==> src/rtl/eeprom_access_arbiter.sv <==
// Round-robin arbiter sharing one I2C EEPROM byte-access engine between two requesters.
// It latches the winning command, drives the engine strobes, enforces the write-cycle gap and returns one response per command.
module eeprom_access_arbiter #(
    parameter int TIMEOUT_CYC = 4096,
    parameter int WR_GAP_CYC  = 5000,
    parameter int CNT_W       = 13
) (
    input  logic        clk,
    input  logic        rst,
    input  logic        req0_valid,
    input  logic        req0_we,
    input  logic [10:0] req0_addr,
    input  logic [7:0]  req0_wdata,
    output logic        req0_ready,
    input  logic        req1_valid,
    input  logic        req1_we,
    input  logic [10:0] req1_addr,
    input  logic [7:0]  req1_wdata,
    output logic        req1_ready,
    output logic        rsp_valid,
    output logic        rsp_id,
    output logic [7:0]  rsp_rdata,
    output logic        rsp_err,
    output logic        eep_wr,
    output logic        eep_rd,
    output logic [10:0] eep_addr,
    output logic [7:0]  eep_data,
    input  logic        eep_ack,
    input  logic [7:0]  eep_rdata
);

    typedef enum logic [1:0] {
        IDLE = 2'd0,
        BUSY = 2'd1,
        GAP  = 2'd2
    } state_t;

    localparam logic [CNT_W-1:0] TIMEOUT_LAST = CNT_W'(TIMEOUT_CYC - 1);
    localparam logic [CNT_W-1:0] GAP_LAST     = CNT_W'(WR_GAP_CYC - 1);

    state_t           state, state_nxt;
    logic [CNT_W-1:0] cnt, cnt_nxt;
    logic             prio1, prio1_nxt;
    logic             cmd_we, cmd_we_nxt;
    logic             cmd_id, cmd_id_nxt;
    logic [10:0]      cmd_addr, cmd_addr_nxt;
    logic [7:0]       cmd_wdata, cmd_wdata_nxt;
    logic             eep_wr_nxt, eep_rd_nxt;
    logic             rsp_valid_nxt, rsp_id_nxt, rsp_err_nxt;
    logic [7:0]       rsp_rdata_nxt;

    logic grant_ok;
    logic grant_any;
    logic pick1;

    // Grants wait out the response cycle so IDLE always lasts at least one cycle before the next grant.
    assign grant_ok   = (state == IDLE) && !rsp_valid;
    assign pick1      = req1_valid && (!req0_valid || prio1);
    assign grant_any  = grant_ok && (req0_valid || req1_valid);
    assign req0_ready = grant_any && !pick1;
    assign req1_ready = grant_any && pick1;

    assign eep_addr = cmd_addr;
    assign eep_data = cmd_wdata;

    always_ff @(posedge clk or negedge rst) begin
        if (!rst) begin
            state     <= IDLE;
            cnt       <= '0;
            prio1     <= 1'b0;
            cmd_we    <= 1'b0;
            cmd_id    <= 1'b0;
            cmd_addr  <= '0;
            cmd_wdata <= '0;
            eep_wr    <= 1'b0;
            eep_rd    <= 1'b0;
            rsp_valid <= 1'b0;
            rsp_id    <= 1'b0;
            rsp_rdata <= '0;
            rsp_err   <= 1'b0;
        end else begin
            state     <= state_nxt;
            cnt       <= cnt_nxt;
            prio1     <= prio1_nxt;
            cmd_we    <= cmd_we_nxt;
            cmd_id    <= cmd_id_nxt;
            cmd_addr  <= cmd_addr_nxt;
            cmd_wdata <= cmd_wdata_nxt;
            eep_wr    <= eep_wr_nxt;
            eep_rd    <= eep_rd_nxt;
            rsp_valid <= rsp_valid_nxt;
            rsp_id    <= rsp_id_nxt;
            rsp_rdata <= rsp_rdata_nxt;
            rsp_err   <= rsp_err_nxt;
        end
    end

    always_comb begin
        state_nxt     = state;
        cnt_nxt       = cnt;
        prio1_nxt     = prio1;
        cmd_we_nxt    = cmd_we;
        cmd_id_nxt    = cmd_id;
        cmd_addr_nxt  = cmd_addr;
        cmd_wdata_nxt = cmd_wdata;
        eep_wr_nxt    = eep_wr;
        eep_rd_nxt    = eep_rd;
        rsp_valid_nxt = 1'b0;
        rsp_id_nxt    = rsp_id;
        rsp_rdata_nxt = rsp_rdata;
        rsp_err_nxt   = rsp_err;

        case (state)
            IDLE: begin
                if (grant_any) begin
                    cmd_id_nxt    = pick1;
                    cmd_we_nxt    = pick1 ? req1_we : req0_we;
                    cmd_addr_nxt  = pick1 ? req1_addr : req0_addr;
                    cmd_wdata_nxt = pick1 ? req1_wdata : req0_wdata;
                    prio1_nxt     = !pick1;
                    eep_wr_nxt    = pick1 ? req1_we : req0_we;
                    eep_rd_nxt    = pick1 ? !req1_we : !req0_we;
                    cnt_nxt       = '0;
                    state_nxt     = BUSY;
                end
            end

            BUSY: begin
                cnt_nxt = cnt + CNT_W'(1);
                // An ack arriving on the timeout cycle still counts as a normal completion.
                if (eep_ack) begin
                    eep_wr_nxt    = 1'b0;
                    eep_rd_nxt    = 1'b0;
                    rsp_valid_nxt = 1'b1;
                    rsp_id_nxt    = cmd_id;
                    rsp_err_nxt   = 1'b0;
                    rsp_rdata_nxt = cmd_we ? 8'h00 : eep_rdata;
                    cnt_nxt       = '0;
                    state_nxt     = cmd_we ? GAP : IDLE;
                end else if (cnt == TIMEOUT_LAST) begin
                    eep_wr_nxt    = 1'b0;
                    eep_rd_nxt    = 1'b0;
                    rsp_valid_nxt = 1'b1;
                    rsp_id_nxt    = cmd_id;
                    rsp_err_nxt   = 1'b1;
                    rsp_rdata_nxt = 8'h00;
                    cnt_nxt       = '0;
                    state_nxt     = GAP;
                end
            end

            GAP: begin
                cnt_nxt = cnt + CNT_W'(1);
                if (cnt == GAP_LAST) begin
                    cnt_nxt   = '0;
                    state_nxt = IDLE;
                end
            end

            default: begin
                state_nxt = IDLE;
            end
        endcase
    end

endmodule

==> config.mk <==
export PLATFORM = sky130hd
export DESIGN_NAME = eeprom_access_arbiter
export DESIGN_NICKNAME = d
export VERILOG_FILES = /design/src/rtl/eeprom_access_arbiter.sv
export SDC_FILE = /design/constraint.sdc
export NUM_CORES = 1
export LEC_CHECK = 0
export ABC_AREA = 1
export CORE_MARGIN = 8
export CORE_UTILIZATION = 45
export DETAILED_ROUTE_END_ITERATION = 16
export GPL_ROUTABILITY_DRIVEN = 0
export GPL_TIMING_DRIVEN = 0
export PLACE_DENSITY = 0.86
export SYNTH_ARGS = -nofsm -noshare
export SYNTH_HDL_FRONTEND = slang
export SYNTH_SLANG_ARGS = --single-unit
==> constraint.sdc <==
create_clock -name clk -period 2.02 [get_ports clk]
set_input_delay 0.404 -clock clk [delete_from_list [all_inputs] [get_ports clk]]
set_output_delay 0.404 -clock clk [all_outputs]
set_load 0.02 [all_outputs]
# Yosys cells after proc, flatten, opt, wreduce, memory -nomap -nowiden
# Cells that the tools add are included.
classes:
  add_sub_neg: 1
  n_eq_ne: 7
  mux: 31
  reduce_logical: 21
ops:
  columns: ["cell", "n"]
  rows:
  - ["two-way mux 13 bit", 4]
  - ["one-hot mux 13 bit (3 select lines)", 1]
  - ["two-way mux 8 bit", 4]
  - ["adder 13 x 1 -> 13 bit, second input constant", 1]
  - ["equality test 13 x 12 -> 1 bit, second input constant", 1]
  - ["equality test 13 bit, second input constant", 1]
  - ["two-way mux 1 bit", 13]
  - ["two-way mux 11 bit", 1]
  - ["two-way mux 2 bit", 5]
  - ["one-hot mux 2 bit (3 select lines)", 1]
  - ["AND reduction 2 bit", 3]
  - ["AND reduction 3 bit", 2]
  - ["logical AND 1 bit", 5]
  - ["zero test 1 bit", 5]
  - ["!= test 2 bit, second input constant", 2]
  - ["one-hot mux 1 bit (2 select lines)", 2]
  - ["nonzero test 2 bit", 2]
  - ["!= test 3 bit, second input constant", 1]
  - ["nonzero test 3 bit", 1]
  - ["equality test 2 x 1 -> 1 bit, second input constant", 1]
  - ["equality test 2 bit, second input constant", 1]
  - ["zero test 2 bit", 1]
  - ["logical OR 1 bit", 2]
totals:
  ff_bits: 50
  inputBits: 53
  output_inout_bits: 34
  word_cells: 73

# Logic depth before layout (Yosys ltp)
logic_depth:
  ltp_word: 6
  ltp_mapped: 10
  depth_no_buf: 10

# Worst setup path after synthesis
# Ideal clock, no wire load.
synth_timing:
  kind: "reg-to-output"
  startpoint: "register state[0]"
  endpoint: "output req1_ready"
  arrival_time_ps: 1263
  t_required_ps: 1616
  setup_slack_ps: 353
  path_stages_with_launch: 6
  path_buffers: 1
  path_cell_list: "dfrtp_1 > inv_1 > ha_1 > nand2_1 > nor2_1 > clkbuf_1"
synth_via:
  elab_chain_len: 4
synth_rtl:
  columns: ["element", "line", "rtl"]
  rows:
  - ["from (decl)", "41", "state_t state, state_nxt;"]
  - ["from (signal assigned)", "82", "state <= state_nxt;"]
  - ["zero test 2 bit", "57", "assign grant_ok = (state == IDLE) && !rsp_valid;"]
  - ["logical AND 1 bit", "57", null]
  - ["logical AND 1 bit", "59", "assign grant_any = grant_ok && (req0_valid || req1_valid);"]
  - ["logical AND 1 bit", "61", "assign req1_ready = grant_any && pick1;"]
  - ["to (decl)", "19", "output logic req1_ready,"]
# No other way between the ends.

# Worst setup path after layout
layout_timing:
  startpoint: "register state[0]"
  endpoint: "output req0_ready"
layout_via:
  elab_chain_len: 4
layout_rtl:
  columns: ["element", "line", "rtl"]
  rows:
  - ["zero test 2 bit", "57", null]
  - ["logical AND 1 bit", "57", null]
  - ["logical AND 1 bit", "59", null]
  - ["logical AND 1 bit", "60", "assign req0_ready = grant_any && !pick1;"]
  - ["to (decl)", "14", "output logic req0_ready,"]
# No other way between the ends.

==> summary.md <==
| Metric | Value |
|---|---|
| First-pass GRT wire length | ~11000 um |
| Reg-to-Reg Start | state[0] |
| Synth Cell Area | about 0.0024 mm2 |
| FF-to-FF setup slack | between 0.1 and 0.15 ns |
| Worst Setup End Kind | primary output |
| Pre-CTS WS | -0.877 ns |
| Routed WL per cell | 15.0 um |
| Combinational cell fraction of total power | 0.545 |
| Placed cell areas | 0.00338 mm2 |
| Via count of the first global-routing pass | between 2000 and 2500 |
| PortBufs | 86 |
| Final Max Tran Viols | 0 |
| Multiplexer share of the synthesized area | 0 |
| Pwr Total | between 4 and 5 mW |
| Max Clk Rate | 0.504 GHz |
| Synth warn | 0 |
| Synthesized area per cell | 8.00 um2 |
| Hold Crit Class | in2async |
| Sequential area share after synthesis | 0.518 |
| Post-Syn Instances | 302 |
| Part of the cycle the worst path needs | 0.982 |
| Diodes inserted | 0 |
| Layout cells sized above 1 | 0.102 |
| LEAKAGE | between 1.5 and 2 nW |
| Vias per cell | about 5.0 |
| Async S/R FF share, synth | 1.00 |
| Max FO, Critical Path | 4 |
| # fillers | roughly 420 |
| CTS root buf | clkbuf_8 |
| Total Routing Usage GR | 0.187 |
| Yosys top cell by area | dfrtp_1 |
| Largest net degree at the start of global routing | 36 |
| Int Power | between 2 and 3 mW |
| DRC | 0 |
| H-tree levels | 2 |
| Routed Wire Length | between 7000 and 8000 um |
| Synth Area in Adders | 0.0311 |
| Relative slew margins | 0.587 |
| Yosys top cell area share | 0.518 |
| CP startpoint | state[0] |
| Power Dens Cells | approximately 1400 mW/mm2 |
| Initial antenna violation count | 0 |
| Synth Register Bits | 50 |
| Post-synth top cells | nand2_1 (115), dfrtp_1 (50), nand3_1 (33), inv_1 (28), nor2_1 (23) |
| Endpoints failing setup | 0 |
| CORE AREA | 0.00514 mm2 |
| Post-synthesis simple-gate area fraction | 0.318 |
| Initial drt markers | 131 |
| Net load switching power | 2.07 mW |
| Req. time, crit path | between 1.5 and 2 ns |
| Final Hold Vio Count | 0 |
| Sw Share | 0.428 |
| Final TNS setup | 0 ns |
| Row count | 26 |
| Prevailing post-synth register cell | dfrtp_1 |
| DR vias | between 2000 and 2500 |
| DIE AREA | around 0.008 mm2 |
| CTS clock-pin slew for the worst setup and hold paths | ~0.090 ns |
| Final worst slack | 0.0371 ns |
| Die H | a little under 90 um |
| Sequential share of power | 0.331 |
| Hpwl dp | between 5000 and 6000 um |
| Clock share of power | 0.124 |
| Status | finished, final reports clean |
| Largest cells by area after synthesis | dfrtp_1 (52%), nand2_1 (18%), nand3_1 (6.8%), inv_1 (4.3%), nor2_1 (3.6%) |
| Post-DRT Antenna Nets | 0 |
| Library cells used by synthesis | 26 |
| CTS Sinks | 50 |
| Io pins | 87 |
| Syn-to-layout area delta | 47.6% |
| Initial core utilization | 0.470 |
| CTS Buf Count | 5 |
| Die width | 89.3 um |
| Max IR drop VDD | around 830 uV |
| Max-Cap Viols | 0 |
| Clock Skew | roughly 0.0046 ns |
| TritonCTS clock tree | built |
| Cts hold-fix bufs | 0 |
| Final nets | 460 |
| Synth Area in Compound Gates | 0.0559 |
| Post-synth EDFFs | 0 |
| CP startpoint kind | flip-flop |
| Actual slew at the worst max-slew pin | between 0.6 and 0.7 ns |
| Largest family of logic cells by synthesized area | simple AND/OR/NAND/NOR gates |
| Finished Cell Area | 0.00357 mm2 |
| Worst EP arrival | about 1.6 ns |
| CTS Buffer Depth | 2 |
| Most common cell in the synthesized netlist | nand2_1 |
| Initial DRT Pass Iterations | 4 |
| Net Count, Synth | approximately 360 |
| Tmin final | 1.98 ns |
| CP Class | reg2out |
| Congestion Overflow GR | 0 |
| Post-Synth XOR/XNOR Area | 0.0145 |
| Skew-Pair Late Insertion Delay | 0.30 ns |
==> path summary, 6_finish.rpt <==
check,end,cells past startpoint
max,req0_ready,8
min,eep_addr[9],1
max reg2reg,cnt[8],10
min reg2reg,rsp_rdata[4],2
max in group asynchronous,cnt[12],2
min in group clk,rsp_rdata[4],2
==> critical path, cell delays in order, from the launching register on <==
cell and delay [ns]:
dfrtp_1 0.42, inv_2 0.12, ha_4 0.19, nand3_4 0.09, inv_1 0.07, nand2_2 0.06, inv_2 0.07, buf_6 0.11
buf_4 0.14
==> power groups by stage <==
stage	Combinational (mW)	Clock, mW	Sequential, mW
final	2.63	0.601	1.60
after CTS	2.56	0.615	1.59
after detailed placement	2.45	0	1.60
after global routing	2.87	0.665	1.64
after global placement	2.37	0	1.57
after floorplan	0.950	0	1.96
==> kinds of logic after synthesis <==
group                      Yosys count
and+or+nand+nor                    183
AOI/OAI and AO/OA                   22
buffers and inverters               37
xor gates and xnor gates             4
adders and majority gates            6
DFF                                 50
==> registers in the layout, summed over array words and instances, names as in the netlist <==
| register | count |
|---|---|
| cnt | 13 |
| eep_addr | 11 |
| eep_data | 8 |
| rsp_rdata | 8 |
| state | 2 |
| cmd_id | 1 |
| cmd_we | 1 |
| eep_rd | 1 |
| eep_wr | 1 |
| prio1 | 1 |
| rsp_err | 1 |
| rsp_id | 1 |
| rsp_valid | 1 |
==> cell type report <==
class,count,area (um2),area share
sequential,50,1250,0.351
multi-input combinational,215,1060,0.297
timing repair buffer,92,911,0.255
inverter,30,115,0.0323
tap,70,87.6,0.0245
clock buffer,7,86.3,0.0242
buffer,7,53.8,0.0151
clock inverter,1,5.00,0.00140
==> layer usage <==
| layer | part of all wire | up-vias | GRT usage |
|---|---|---|---|
| met5 | 0 | - | 0 |
| met4 | 0.023 | 0 | 0.0801 |
| met3 | 0.096 | 17 | 0.0754 |
| met2 | 0.48 | 93 | 0.306 |
| met1 | 0.40 | 1092 | 0.212 |
| li1 | - | 1140 | - |
==> metrics by stage <==
stage | util | hold slack [ns] | instances
2_1_floorplan | - | 0.108 | 302
3_3_place_gp | 0.655 | 0.457 | 458
3_5_place_dp | 0.658 | 0.343 | 459
4_1_cts | 0.686 | 0.0103 | 469
5_1_grt | 0.694 | 0.0253 | 472
6_report | 0.694 | 0.00699 | 472
==> cell usage in the layout, fill, tap and decap left out, types with 6 or more instances in the layout <==
| cell type | instances |
|---|---|
| dfrtp_1 | 50 |
| o21ai_0 | 8 |
| nand3_1 | 33 |
| inv_1 | 24 |
| nor2_1 | 22 |
| a21oi_1 | 6 |
| clkbuf_8 | 6 |
| buf_4 | 7 |
| nand2_1 | 113 |
| clkdlybuf4s50_1 | 82 |
==> timing repair <==
action                     CTS  global route
cloned                       0             0
pin swaps                    0             2
resized for setup           24             7
setup endpoints to repair    5             8
setup buffers                2             3
Note: power is estimated with default switching activity, not from simulation.
